## src/rtl/io_bus_pkg.sv

```systemverilog
// Shared types and constants for the board IO access controller.
package io_bus_pkg;

    typedef enum logic [1:0] {
        IDLE   = 2'd0,
        ACCESS = 2'd1,
        RESP   = 2'd2
    } io_state_t;

    localparam logic [31:0] IO_BASE_DEFAULT = 32'hF000_0000;

    localparam logic [7:0] OFF_HEX      = 8'h00;
    localparam logic [7:0] OFF_LEDR     = 8'h04;
    localparam logic [7:0] OFF_LEDG     = 8'h08;
    localparam logic [7:0] OFF_KEYS     = 8'h10;
    localparam logic [7:0] OFF_SWITCHES = 8'h14;

endpackage

```

## src/rtl/io_rr_arbiter.sv

```systemverilog
// Two-way round-robin arbiter; the last-grant bit resets to 1 so port 0 wins the first tie.
module io_rr_arbiter (
    input  logic clk,
    input  logic reset,
    input  logic req0,
    input  logic req1,
    input  logic accept,
    output logic gnt
);

    logic last;

    // A lone requester always wins; on a tie the port not granted last wins.
    always_comb begin
        gnt = req1;
        if (req0 && req1) begin
            gnt = ~last;
        end
    end

    always_ff @(posedge clk or negedge reset) begin
        if (!reset) begin
            last <= 1'b1;
        end else if (accept) begin
            last <= gnt;
        end
    end

endmodule

```

## src/rtl/io_bus_ctrl.sv

```systemverilog
// Memory-mapped IO access controller: arbitrates two requesters, decodes, strobes, responds.
// Optional IOCTRL_ERR_EN adds per-port error flags and a saturating error counter.
module io_bus_ctrl
    import io_bus_pkg::*;
#(
    parameter int                        DATA_BIT_WIDTH = 32,
    parameter logic [DATA_BIT_WIDTH-1:0] IO_BASE        = IO_BASE_DEFAULT
) (
    input  logic                      clk,
    input  logic                      reset,
    input  logic                      req0_valid,
    input  logic                      req0_we,
    input  logic [DATA_BIT_WIDTH-1:0] req0_addr,
    input  logic [DATA_BIT_WIDTH-1:0] req0_wdata,
    output logic                      req0_ready,
    output logic                      rsp0_valid,
    output logic [DATA_BIT_WIDTH-1:0] rsp0_rdata,
    input  logic                      req1_valid,
    input  logic                      req1_we,
    input  logic [DATA_BIT_WIDTH-1:0] req1_addr,
    input  logic [DATA_BIT_WIDTH-1:0] req1_wdata,
    output logic                      req1_ready,
    output logic                      rsp1_valid,
    output logic [DATA_BIT_WIDTH-1:0] rsp1_rdata,
    output logic                      isHex,
    output logic                      isLedr,
    output logic                      isLedg,
    output logic                      isSwitches,
    output logic [DATA_BIT_WIDTH-1:0] dataOut,
`ifdef IOCTRL_ERR_EN
    output logic                      rsp0_err,
    output logic                      rsp1_err,
    output logic [7:0]                err_count,
`endif
    input  logic [DATA_BIT_WIDTH-1:0] ioIn
);

    io_state_t                 state, next_state;
    logic                      gnt, accept;
    logic                      lat_port, lat_we;
    logic [DATA_BIT_WIDTH-1:0] lat_addr, rdata;
    logic [7:0]                offset;
    logic                      base_hit;
    logic                      wr_hex, wr_ledr, wr_ledg, rd_keys, rd_sw, acc_ok;

    io_rr_arbiter u_arb (
        .clk    (clk),
        .reset  (reset),
        .req0   (req0_valid),
        .req1   (req1_valid),
        .accept (accept),
        .gnt    (gnt)
    );

    // Every mapped offset is word aligned, so a misaligned address can never match one.
    assign offset   = lat_addr[7:0];
    assign base_hit = (lat_addr[DATA_BIT_WIDTH-1:8] == IO_BASE[DATA_BIT_WIDTH-1:8]);
    assign wr_hex   = base_hit &&  lat_we && (offset == OFF_HEX);
    assign wr_ledr  = base_hit &&  lat_we && (offset == OFF_LEDR);
    assign wr_ledg  = base_hit &&  lat_we && (offset == OFF_LEDG);
    assign rd_keys  = base_hit && !lat_we && (offset == OFF_KEYS);
    assign rd_sw    = base_hit && !lat_we && (offset == OFF_SWITCHES);
    assign acc_ok   = wr_hex || wr_ledr || wr_ledg || rd_keys || rd_sw;

    always_ff @(posedge clk or negedge reset) begin
        if (!reset) begin
            state <= IDLE;
        end else begin
            state <= next_state;
        end
    end

    // Ready is gated by reset so nothing is offered while reset is held low.
    always_comb begin
        next_state = state;
        accept     = 1'b0;
        req0_ready = 1'b0;
        req1_ready = 1'b0;
        case (state)
            IDLE: begin
                if ((req0_valid || req1_valid) && reset) begin
                    accept     = 1'b1;
                    req0_ready = ~gnt;
                    req1_ready = gnt;
                    next_state = ACCESS;
                end
            end
            ACCESS:  next_state = RESP;
            RESP:    next_state = IDLE;
            default: next_state = IDLE;
        endcase
    end

    always_ff @(posedge clk or negedge reset) begin
        if (!reset) begin
            lat_port <= 1'b0;
            lat_we   <= 1'b0;
            lat_addr <= '0;
            dataOut  <= '0;
            rdata    <= '0;
        end else begin
            if (accept) begin
                lat_port <= gnt;
                lat_we   <= gnt ? req1_we    : req0_we;
                lat_addr <= gnt ? req1_addr  : req0_addr;
                dataOut  <= gnt ? req1_wdata : req0_wdata;
            end
            if (state == ACCESS) begin
                rdata <= (rd_keys || rd_sw) ? ioIn : '0;
            end
        end
    end

    assign isHex      = (state == ACCESS) && wr_hex;
    assign isLedr     = (state == ACCESS) && wr_ledr;
    assign isLedg     = (state == ACCESS) && wr_ledg;
    assign isSwitches = (state == ACCESS) && rd_sw;

    assign rsp0_valid = (state == RESP) && !lat_port;
    assign rsp1_valid = (state == RESP) &&  lat_port;
    assign rsp0_rdata = rdata;
    assign rsp1_rdata = rdata;

`ifdef IOCTRL_ERR_EN
    assign rsp0_err = rsp0_valid && !acc_ok;
    assign rsp1_err = rsp1_valid && !acc_ok;

    always_ff @(posedge clk or negedge reset) begin
        if (!reset) begin
            err_count <= '0;
        end else if ((state == RESP) && !acc_ok && (err_count != 8'hFF)) begin
            err_count <= err_count + 8'd1;
        end
    end
`endif

endmodule

```

## config.mk

```make
export PLATFORM = sky130hd
export DESIGN_NAME = io_bus_ctrl
export DESIGN_NICKNAME = d
export VERILOG_FILES = /design/src/rtl/io_bus_pkg.sv /design/src/rtl/io_rr_arbiter.sv /design/src/rtl/io_bus_ctrl.sv
export SDC_FILE = /design/constraint.sdc
export NUM_CORES = 1
export LEC_CHECK = 0
export BUFFER_PORTS_ARGS = -buffer_cell sky130_fd_sc_hd__buf_4
export CORE_ASPECT_RATIO = 2
export CORE_MARGIN = 1.5
export CORE_UTILIZATION = 45
export DETAILED_ROUTE_END_ITERATION = 8
export PLACE_DENSITY = 0.87
export SYNTH_ARGS = -nofsm -noshare
export SYNTH_HDL_FRONTEND = slang
export SYNTH_HIERARCHICAL = 1
export SYNTH_SLANG_ARGS = --single-unit
```

## constraint.sdc

```tcl
create_clock -name clk -period 3 [get_ports clk]
set_input_delay 0.15 -clock clk [delete_from_list [all_inputs] [get_ports clk]]
set_output_delay 0.15 -clock clk [all_outputs]
set_load 0.05 [all_outputs]
```

==> run summary <==
Status -> finished clean
CP endpoint -> isLedg
Met2 usage -> 0.457
Critical Path Start Type -> flip-flop
Slew Viols, Final -> 0
GRT busiest layer -> met2
Layout cells sized above 1 -> 0.426
Top FF cell, synth -> dfrtp_1
Clk sinks -> 101
Hold Violations, Final -> 0
Sequential area share after synthesis -> 0.519
Fmax achieved -> 379 MHz
Global-route usage over all layers -> 0.237
Slew @ Worst Pin -> 868 ps
Mapped cell area -> 0.00488 mm2
CTS H-tree lvls -> 3
Leak Pwr -> 3.49 nW
Post-place setup slack -> 664 ps
RSZ-0062 raised after global routing -> no
# IOs -> 270
Largest net degree at the start of global routing -> 59
Power per cell area -> 587 mW/mm2
DRT iter0 DRCs -> 162
Syn Inst Count -> 492
Synth area leader -> dfrtp_1
RR Endpoint -> rsp0_rdata[26]
Clock Latency Late Sink -> 340 ps
Final worst-path cycle share -> 0.879
Max Cap Viol -> 0
First drt pass iteration count -> 4
GP Congestion -> 0.776
Final setup margin -> 362 ps
Number of port buffers -> 269
Worst-path maximum fanout -> 15
Hold Crit Class -> primary input to flip-flop
Dpl cells -> 849
Util after Layout -> 0.677
First-pass GRT wire length -> 21.6 mm
Row cnt -> 53
Core area -> 0.0105 mm2
Top post-synthesis cells by area -> dfrtp_1 (51%), mux2i_1 (13%), a21oi_1 (6.7%), nor2_1 (5.3%), nand2_1 (5.0%)
Final Non-Filler Cells -> 865
Commonest non-fill, non-tap cell in the layout -> buf_4
Setup CP Type -> flip-flop to primary output
Vias per cell -> 5.14
Synth Register Bits -> 101
YS warnings -> 6
Root buffer cell -> clkbuf_16
Async SR Flop Fraction -> 1.00
R2R cell count -> 5
Die width -> 76.6 um
Vias post-DR -> 4448
Clock transition at path regs -> 70 ps
Synth top area share -> 0.513
Setup Buffers After CTS -> 0
Final Setup Violations -> 0
WHS Path Cells -> 3
EDFF count, synth -> 0
Relative slew slack -> 0.420
Hold slack -> 56.6 ps
Syn nets -> 658
Nets -> 890
CTS tree -> built
Die ar. -> 0.0115 mm2
DR WL/cell -> 15.7 um
Critical Path RT -> 2850 ps
Crit. End Element -> primary output
Worst Clk Skew -> 10.7 ps
CTS buffer count -> 9
Initial antenna violation count -> 0
Initial core utilization -> 0.462
Total power -> 4.19 mW
Most frequent cells in the layout -> buf_4 (285), dfrtp_1 (100), nor2_1 (69)
Min cycle time layout -> 2640 ps
Critical path origin -> lat_addr[9]
Global Route met1 Usage -> 0.244
Max clock buf depth -> 2
Average size of a mapped cell -> 9.91 um2
Post-synthesis cell type count -> 33
DP Wirelength -> 10.9 mm
Worst R2R Start -> lat_addr[9]
Synth-to-Final Area Change -> 46.3%
Drc violations -> 0
Maximum vdd drop -> 399 uV
CP arrival -> 2490 ps
DRT Wirelength -> 13.6 mm
Antenna Cells -> 0
Vias in the first global route -> 4638
Die Height -> 150 um
GRT Residual Overflow -> 0
Reg-to-reg slack, setup -> 740 ps
Final ANT Viol Nets -> 0
Met3 usage in global routing -> 0.0436
per-layer routing:
layer,up-vias,share of wire
li1,2116,-
met1,2099,0.34
met2,199,0.57
met3,34,0.056
met4,0,0.035
met5,-,0
cell families (layout without fill, tap and decap cells):
kind of cell / Yosys count / count (layout) / synth area share
flip-flops: 101 / 101 / 0.519
AO/OA/AOI/OAI: 98 / 98 / 0.120
AND/OR/NAND/NOR: 156 / 156 / 0.136
multiplexers: 67 / 67 / 0.139
buffers and inverters: 70 / 306 / 0.0865
critical path, cell delays in order, from the launching register on:
cell and delay (ps):
dfrtp_1 380, nor4_1 350, nand4_1 130, or3_1 640
nor4_1 390, buf_4 270
registers in the layout (all words and copies together) (netlist names):
signal and flops:
rsp0_rdata 32, lat_addr 32, dataOut 32, state 2
lat_port 1, u_arb/last 1, lat_we 1
repair_timing:
item | 4_1_cts | 5_1_grt
hold buffers | 1 | 0
endpoints found under the hold margin | 51 | 0
resized for setup | 0 | 0
synthesized netlist by cell type (2+ instances only):
cell,n
a21oi_1,65
buf_1,3
buf_2,7
buf_4,32
buf_6,4
clkbuf_1,22
dfrtp_1,100
mux2i_1,65
nand2_1,65
nand4_1,2
nor2_1,69
nor3_1,2
nor4_1,5
nor4b_1,2
o31ai_1,30
o31ai_2,2
report_power, final:
part / switching, mW / total, mW / internal (mW)
Combinational: 0.843 / 1.38 / 0.541
Clock: 0.479 / 1.06 / 0.578
Sequential: 0.146 / 1.75 / 1.60
per-stage QoR:
| stage | area [um2] | setup TNS (ps) |
|---|---|---|
| after CTS | 7130 | 0 |
| after detailed placement | 6860 | 0 |
| after global placement | 6860 | 0 |
| after floorplan | 4880 | -179 |
| after global routing | 7130 | 0 |
| final | 7130 | 0 |
area by class of cell:
type | count | area [um2]
Sequential cell | 101 | 2530
Multi-Input combinational cell | 321 | 1950
Fill cell | 827 | 3410
Clock buffer | 11 | 243
Inverter | 2 | 7.51
Clock inverter | 4 | 25.0
Tap cell | 137 | 171
Timing Repair Buffer | 289 | 2210
worst min path at each step:
| stage | start | to | slack [ps] |
|---|---|---|---|
| 2_1_floorplan | reset | dataOut[0] | -150 |
| 3_3_place_gp | reset | rsp0_rdata[5] | 320 |
| 3_5_place_dp | reset | rsp0_rdata[5] | 340 |
| 4_1_cts | ioIn[17] | rsp0_rdata[17] | 50 |
| 5_1_grt | ioIn[17] | rsp0_rdata[17] | 50 |
| 6_report | ioIn[21] | rsp0_rdata[21] | 60 |
No activity file was read; power rests on OpenSTA's default activity.
